### src/rtl/ecc_apb_pkg.sv
// Shared definitions for the ECC APB master: FSM state encoding, the ECC core
// register map and the address alignment helper.
package ecc_apb_pkg;

  typedef enum logic [1:0] {
    ST_IDLE   = 2'd0,
    ST_SETUP  = 2'd1,
    ST_ACCESS = 2'd2
  } apb_state_e;

  localparam logic [3:0] REG_SEL            = 4'h0;
  localparam logic [3:0] REG_DATA_IN        = 4'h4;
  localparam logic [3:0] REG_CODEWORD_WIDTH = 4'h8;
  localparam logic [3:0] REG_NOISE          = 4'hC;

  function automatic logic is_word_aligned(input logic [1:0] addr_lsb);
    return addr_lsb == 2'b00;
  endfunction

endpackage

### src/rtl/ecc_apb_timeout_cnt.sv
// Counts consecutive ACCESS cycles without pready and flags expiry on the
// LIMIT-th one. Only instantiated when ECC_APB_MASTER_TIMEOUT_EN is defined.
module ecc_apb_timeout_cnt #(
  parameter int LIMIT = 16
) (
  input  logic clk,
  input  logic rst,
  input  logic clr,
  input  logic inc,
  output logic expired
);

  localparam int CW = $clog2(LIMIT + 1);

  logic [CW-1:0] cnt;

  always_ff @(posedge clk) begin
    if (rst || clr) begin
      cnt <= '0;
    end else if (inc) begin
      cnt <= cnt + 1'b1;
    end
  end

  assign expired = inc && (cnt == CW'(LIMIT - 1));

endmodule

### src/rtl/ecc_apb_master.sv
// Single-outstanding APB master: command in, IDLE/SETUP/ACCESS transfer, one-cycle
// response pulse out. Define ECC_APB_MASTER_TIMEOUT_EN to bound the pready wait.
module ecc_apb_master
  import ecc_apb_pkg::*;
#(
  parameter int AMBA_WORD       = 32,
  parameter int AMBA_ADDR_WIDTH = 20,
  parameter int TIMEOUT_CYCLES  = 16
) (
  input  logic                       clk,
  input  logic                       rst,
  input  logic                       cmd_valid,
  output logic                       cmd_ready,
  input  logic                       cmd_write,
  input  logic [AMBA_ADDR_WIDTH-1:0] cmd_addr,
  input  logic [AMBA_WORD-1:0]       cmd_wdata,
  output logic                       rsp_valid,
  output logic [AMBA_WORD-1:0]       rsp_rdata,
  output logic                       rsp_err,
  output logic [AMBA_ADDR_WIDTH-1:0] paddr,
  output logic                       pwrite,
  output logic [AMBA_WORD-1:0]       pwdata,
  output logic                       psel,
  output logic                       penable,
  input  logic [AMBA_WORD-1:0]       prdata,
  input  logic                       pready,
  input  logic                       pslverr
);

  apb_state_e state, state_nxt;

  logic accept;
  logic aligned;
  logic access_end;
  logic timeout;

  assign cmd_ready  = (state == ST_IDLE);
  assign psel       = (state != ST_IDLE);
  assign penable    = (state == ST_ACCESS);
  assign accept     = cmd_valid && cmd_ready;
  assign aligned    = is_word_aligned(cmd_addr[1:0]);
  assign access_end = (state == ST_ACCESS) && (pready || timeout);

`ifdef ECC_APB_MASTER_TIMEOUT_EN
  ecc_apb_timeout_cnt #(
    .LIMIT(TIMEOUT_CYCLES)
  ) u_timeout_cnt (
    .clk    (clk),
    .rst    (rst),
    .clr    (state != ST_ACCESS),
    .inc    ((state == ST_ACCESS) && !pready),
    .expired(timeout)
  );
`else
  assign timeout = 1'b0;
`endif

  always_ff @(posedge clk) begin
    if (rst) begin
      state <= ST_IDLE;
    end else begin
      state <= state_nxt;
    end
  end

  always_comb begin
    state_nxt = state;
    case (state)
      ST_IDLE:   if (accept && aligned) state_nxt = ST_SETUP;
      ST_SETUP:  state_nxt = ST_ACCESS;
      ST_ACCESS: if (access_end) state_nxt = ST_IDLE;
      default:   state_nxt = ST_IDLE;
    endcase
  end

  // Bus-side latches hold through the transfer; response fields pulse for one cycle.
  always_ff @(posedge clk) begin
    if (rst) begin
      paddr     <= '0;
      pwrite    <= 1'b0;
      pwdata    <= '0;
      rsp_valid <= 1'b0;
      rsp_err   <= 1'b0;
      rsp_rdata <= '0;
    end else begin
      rsp_valid <= 1'b0;
      rsp_err   <= 1'b0;
      if (accept && aligned) begin
        paddr  <= cmd_addr;
        pwrite <= cmd_write;
        pwdata <= cmd_wdata;
      end
      if (accept && !aligned) begin
        rsp_valid <= 1'b1;
        rsp_err   <= 1'b1;
        rsp_rdata <= '0;
      end else if (access_end) begin
        rsp_valid <= 1'b1;
        rsp_err   <= pready ? pslverr : 1'b1;
        rsp_rdata <= (!pready || pwrite || pslverr) ? '0 : prdata;
      end
    end
  end

endmodule

### config.mk
export PLATFORM = sky130hd
export DESIGN_NAME = ecc_apb_master
export DESIGN_NICKNAME = d
export VERILOG_FILES = /design/src/rtl/ecc_apb_pkg.sv /design/src/rtl/ecc_apb_timeout_cnt.sv /design/src/rtl/ecc_apb_master.sv
export SDC_FILE = /design/constraint.sdc
export NUM_CORES = 1
export LEC_CHECK = 0
export CORE_ASPECT_RATIO = 1.1
export CORE_MARGIN = 5
export CORE_UTILIZATION = 45
export CTS_BUF_LIST = sky130_fd_sc_hd__clkbuf_4 sky130_fd_sc_hd__clkbuf_8
export CTS_CLUSTER_DIAMETER = 40
export CTS_CLUSTER_SIZE = 14
export DETAILED_ROUTE_END_ITERATION = 12
export MAX_ROUTING_LAYER = met4
export PLACE_DENSITY = 0.88
export SETUP_SLACK_MARGIN = 0.3
export SLEW_MARGIN = 30
export SYNTH_ARGS = -nofsm -noshare
export SYNTH_HDL_FRONTEND = slang
export SYNTH_SLANG_ARGS = --single-unit
### constraint.sdc
create_clock -name clk -period 3.2 [get_ports clk]
set_clock_uncertainty 0.2 [all_clocks]
set_input_delay 0.64 -clock clk [delete_from_list [all_inputs] [get_ports clk]]
set_output_delay 0.64 -clock clk [all_outputs]
set_load 0.005 [all_outputs]
## Yosys cells after proc, flatten, opt, wreduce, memory -nomap -nowiden

Cells that the tools add are included.

| storage, ports and cells | value |
|---|---|
| register bits after elaboration | 89 |
| output and inout bits | 90 |
| logic and storage cells | 33 |

| cells by class | value |
|---|---|
| equality and inequality tests | 4 |
| muxes and demuxes | 9 |
| reductions and logical operators | 13 |

Operators by type and width:

| cell | number |
|---|---|
| 2-to-1 mux 32 bit | 1 |
| case mux 2 bit (3 select lines) | 1 |
| 2-to-1 mux 1 bit | 5 |
| logical AND 1 bit | 4 |
| logical NOT 2 bit | 2 |
| 2-to-1 mux 2 bit | 2 |
| inequality test 2 x 1 -> 1 bit, second input constant | 2 |
| equality test 2 x 1 -> 1 bit, second input constant | 1 |
| equality test 2 bit, second input constant | 1 |
| logical NOT 1 bit | 2 |
| logical OR 1 bit | 2 |
| AND reduction 2 bit | 1 |
| nonzero test 2 bit | 1 |
| OR reduction 2 bit | 1 |

## Depth between registers and ports, before layout

| depth | value |
|---|---|
| depth in word-level cells | 5 |
| depth in mapped cells | 5 |
| depth with buffers taken out | 3 |

## Worst setup path before layout

Ideal clock, no wire load.

| path | value |
|---|---|
| kind | input-to-reg |
| from | input cmd_valid |
| to | register paddr[10] |
| library setup time | 0.072 ns |
| arrival time | 1.634 ns |
| required time | 2.928 ns |
| setup slack | 1.294 ns |
| cell stages on the path | 5 |
| buffers on the path | 2 |
| path through | or3b_4 -> nor3_2 -> buf_4 -> buf_6 -> mux2i_1 |

| between the ends | value |
|---|---|
| longest elaborated chain between the ends | 2 |

RTL lines:

| what | line | RTL |
|---|---|---|
| start, declared | ecc_apb_master.sv:12 | `input logic cmd_valid,` |
| logical AND 1 bit | ecc_apb_master.sv:40 | `assign accept = cmd_valid && cmd_ready;` |
| logical AND 1 bit | ecc_apb_master.sv:88 | `if (accept && aligned) begin` |
| end signal, assigned | ecc_apb_master.sv:89 | `paddr <= cmd_addr;` |
| end, declared | ecc_apb_master.sv:20 | `output logic [AMBA_ADDR_WIDTH-1:0] paddr,` |

Every way passes these cells.
A chain may end at the register's enable or synchronous reset.

## Final worst setup path

| path | value |
|---|---|
| from | register state[1] |
| to | output psel |

| between the ends | value |
|---|---|
| longest elaborated chain between the ends | 1 |

RTL lines:

| what | line | RTL |
|---|---|---|
| start, declared | ecc_apb_master.sv:30 | `apb_state_e state, state_nxt;` |
| start signal, assigned | ecc_apb_master.sv:62 | `state <= state_nxt;` |
| nonzero test 2 bit | ecc_apb_master.sv:38 | `assign psel = (state != ST_IDLE);` |
| end, declared | ecc_apb_master.sv:23 | `output logic psel,` |

Every way passes these cells.

==> results.md <==
* Most frequent cells in the layout: clkdlybuf4s50_1, nand2b_1, dfxtp_1
* Maximum clock rate at about 430 MHz
* Endpoints failing hold at 0
* Total power at around 2.3 mW
* Post-CTS Setup Bufs at 0
* Worst hold path endpoint: rsp_rdata[29]$_SDFFE_PP0P_
* Syn Inst Count at around 390
* Delay-heaviest family, CP: buffers and inverters
* PortBufs at approximately 180
* Final setup TNS at 0 ps
* Fin nets at ~650
* CP cell instances: nor2_1 > inv_1 > clkdlybuf4s50_1
* Synth area leaders: dfxtp_1, nand2b_1, mux2i_1, a21oi_1, nand3_1
* Outcome: finished clean
* Vias in the first global route at between 3000 and 4000
* Core Area at between 0.007 and 0.008 mm^2
* Clk sinks at 89
* Max FO, Critical Path at 6
* R2R Setup Slk at roughly 1300 ps
* Boundary Pins at 180
* Layout area overhead at 56.5%
* Dpl hpwl at ~7.4 mm
* Clock Path Buffers at 2
* Rows at 34
* HP Start: rsp_rdata[29]$_SDFFE_PP0P_
* First drt pass iteration count at 5
* Max-slew headroom at the worst pin at 0.609
* Final setup violation count at 0
* Initial Util at 0.462
* Yosys cell types at 21
* Share of cells above drive strength 1 at 0.0518
* CTS tree: yes
* YS warnings at 0
* First-pass GRT wire length at 15.4 mm
* DR DRC count at 0
* Commonest non-fill, non-tap cell in the layout: clkdlybuf4s50_1
* Worst Path Buf+Inv at 2
* Die ar. at between 0.01 and 0.015 mm^2
* Antenna cells at 0
* Fin crit share at 0.722
* Final slew viol count at 0
* Synthesized area at between 0.003 and 0.004 mm^2
* Critical path's largest stage delay at just under 500 ps
* Crit-path slowest cell: clkdlybuf4s50_1
* Via count at between 3000 and 4000
* Worst Hold Class: flop to flop
* Data required time of the worst path at roughly 2400 ps
* GP Congestion at around 0.74
* Gr ovfl total at 0
* Worst-case reg-to-reg path depth at 4
* Post-synth top area share at 0.487
* Syn Nets at approximately 480
* FF-to-FF End: pwdata[17]$_SDFFE_PP0P_
* Worst-path clk slew at 90 ps
* CP arrival at about 1500 ps
* Cts hold-fix bufs at 0
* Die W at approximately 96 um
* Worst-Skew Late Latency at between 300 and 400 ps
* Layout fillers at around 570
* Drt wl/cell at between 15 and 20 um
* Root buf cell: clkbuf_8
* Max_cap viols at 0
* Seq cells post-synth at a little under 90
* Sequential area share after synthesis at 0.487
* Via density at around 4.9
* Initial antenna violation count at 0
* Fin crit period at roughly 2300 ps
* Die Span Y at 105 um
* Slew @ Worst Pin at ~590 ps
* Critical Path Start Type: flop
* RSZ-0062 raised after global routing: false
* Crit Path Class: flop to output port
* # resized after CTS at 0
* Initial DRC count at 54
* P_leak at about 2 nW
* Reg-to-reg critical path startpoint: state[1]$_SDFFE_PP0P_
* Worst Setup End Kind: output port
* # H-tree levels at 3
* Max VDD drop at 0.233 mV
* Power per Cell Area at a little over 400 mW/mm^2
* Remaining antenna violation count at 0
* Total CTS buffers at 9
* Yosys top cell by area: dfxtp_1
* Syn Area/Cell at approximately 9.4 um^2
* Pin count of the biggest net entering global routing at 54
* Worst hold path depth at 2
* GRT Total Usage at 0.199
* DRT Wirelength at 10.1 mm
[kinds of logic (layout without fill, tap and decap cells)]
group / after synthesis / after routing / share of synthesized area
AOI/OAI and AO/OA: 35 / 35 / 0.0486
buffers and inverters: 32 / 203 / 0.0455
DFF: 89 / 89 / 0.487
muxes: 52 / 52 / 0.142
and+or+nand+nor: 181 / 181 / 0.277
[synth_stat cells (all sizes together)]
master and count:
o21bai 1, nand2 33, clkbuf 21, nor3 1, nand3 32, nor2 5
nor4 1, mux2i 52, inv 1, buf 10, or2 1, a21oi 34
and3b 1, dfxtp 89, nand3b 1, nand2b 102, or3b 1, nor2b 1
nor3b 2
[flip-flops by register name, indices dropped and copies added, names as in the netlist]
register   cells
paddr         20
pwdata        32
pwrite         1
rsp_err        1
rsp_rdata     32
rsp_valid      1
state          2
[power by group]
group	switching, mW	internal (mW)	leakage, nW
clock	0.379	0.481	0.114
sequential	0.0147	1.13	0.721
combinational	0.102	0.193	1.13
[worst register-to-register path, cell delays in order (launching register included)]
cell	delay, ps
dfxtp_1	380
or3b_4	450
nor3_4	170
buf_12	340
mux2i_1	310
[layer usage]
layer / global-route usage / up-vias / wire (um)
met1: 0.223 / 1521 / 4050
met2: 0.330 / 142 / 4930
li1: - / 1606 / -
met4: 0.0681 / 0 / 135
met3: 0.0633 / 11 / 1010
met5: - / - / 0
[through the flow]
| step | utilization | cell area, um^2 | hold slack, ps | worst slack, ps | std cells |
|---|---|---|---|---|---|
| after floorplan | - | 3660 | 248 | 1290 | 389 |
| after global placement | 0.694 | 5500 | 237 | 683 | 652 |
| after detailed placement | 0.694 | 5500 | 245 | 606 | 652 |
| after CTS | 0.723 | 5720 | 257 | 890 | 668 |
| after global routing | 0.723 | 5720 | 275 | 839 | 668 |
| final | 0.723 | 5720 | 255 | 889 | 668 |
[how the worst max path moves through the flow]
| stage | cells after the start | to | slack, ps | startpoint |
|---|---|---|---|---|
| finish | 3 | psel | 890 | state[1]$_SDFFE_PP0P_ |
| global route | 2 | cmd_ready | 840 | state[1]$_SDFFE_PP0P_ |
| CTS | 2 | cmd_ready | 890 | state[1]$_SDFFE_PP0P_ |
| detailed placement | 5 | pwdata[17]$_SDFFE_PP0P_ | 610 | cmd_valid |
| global placement | 5 | pwdata[10]$_SDFFE_PP0P_ | 680 | cmd_valid |
| floorplan | 5 | paddr[10]$_SDFFE_PP0P_ | 1290 | cmd_valid |
[area by class of cell]
cell class	instances	area, um^2	share of cell area
repair buffers	186	1850	0.323
flip-flops and latches	89	1780	0.311
multi-input cells	268	1720	0.301
clock buffers	12	153	0.0267
well taps	108	135	0.0236
clock inverters	4	76.3	0.0133
inverters	1	3.75	0.000656
No activity file was read; power rests on OpenSTA's default activity.
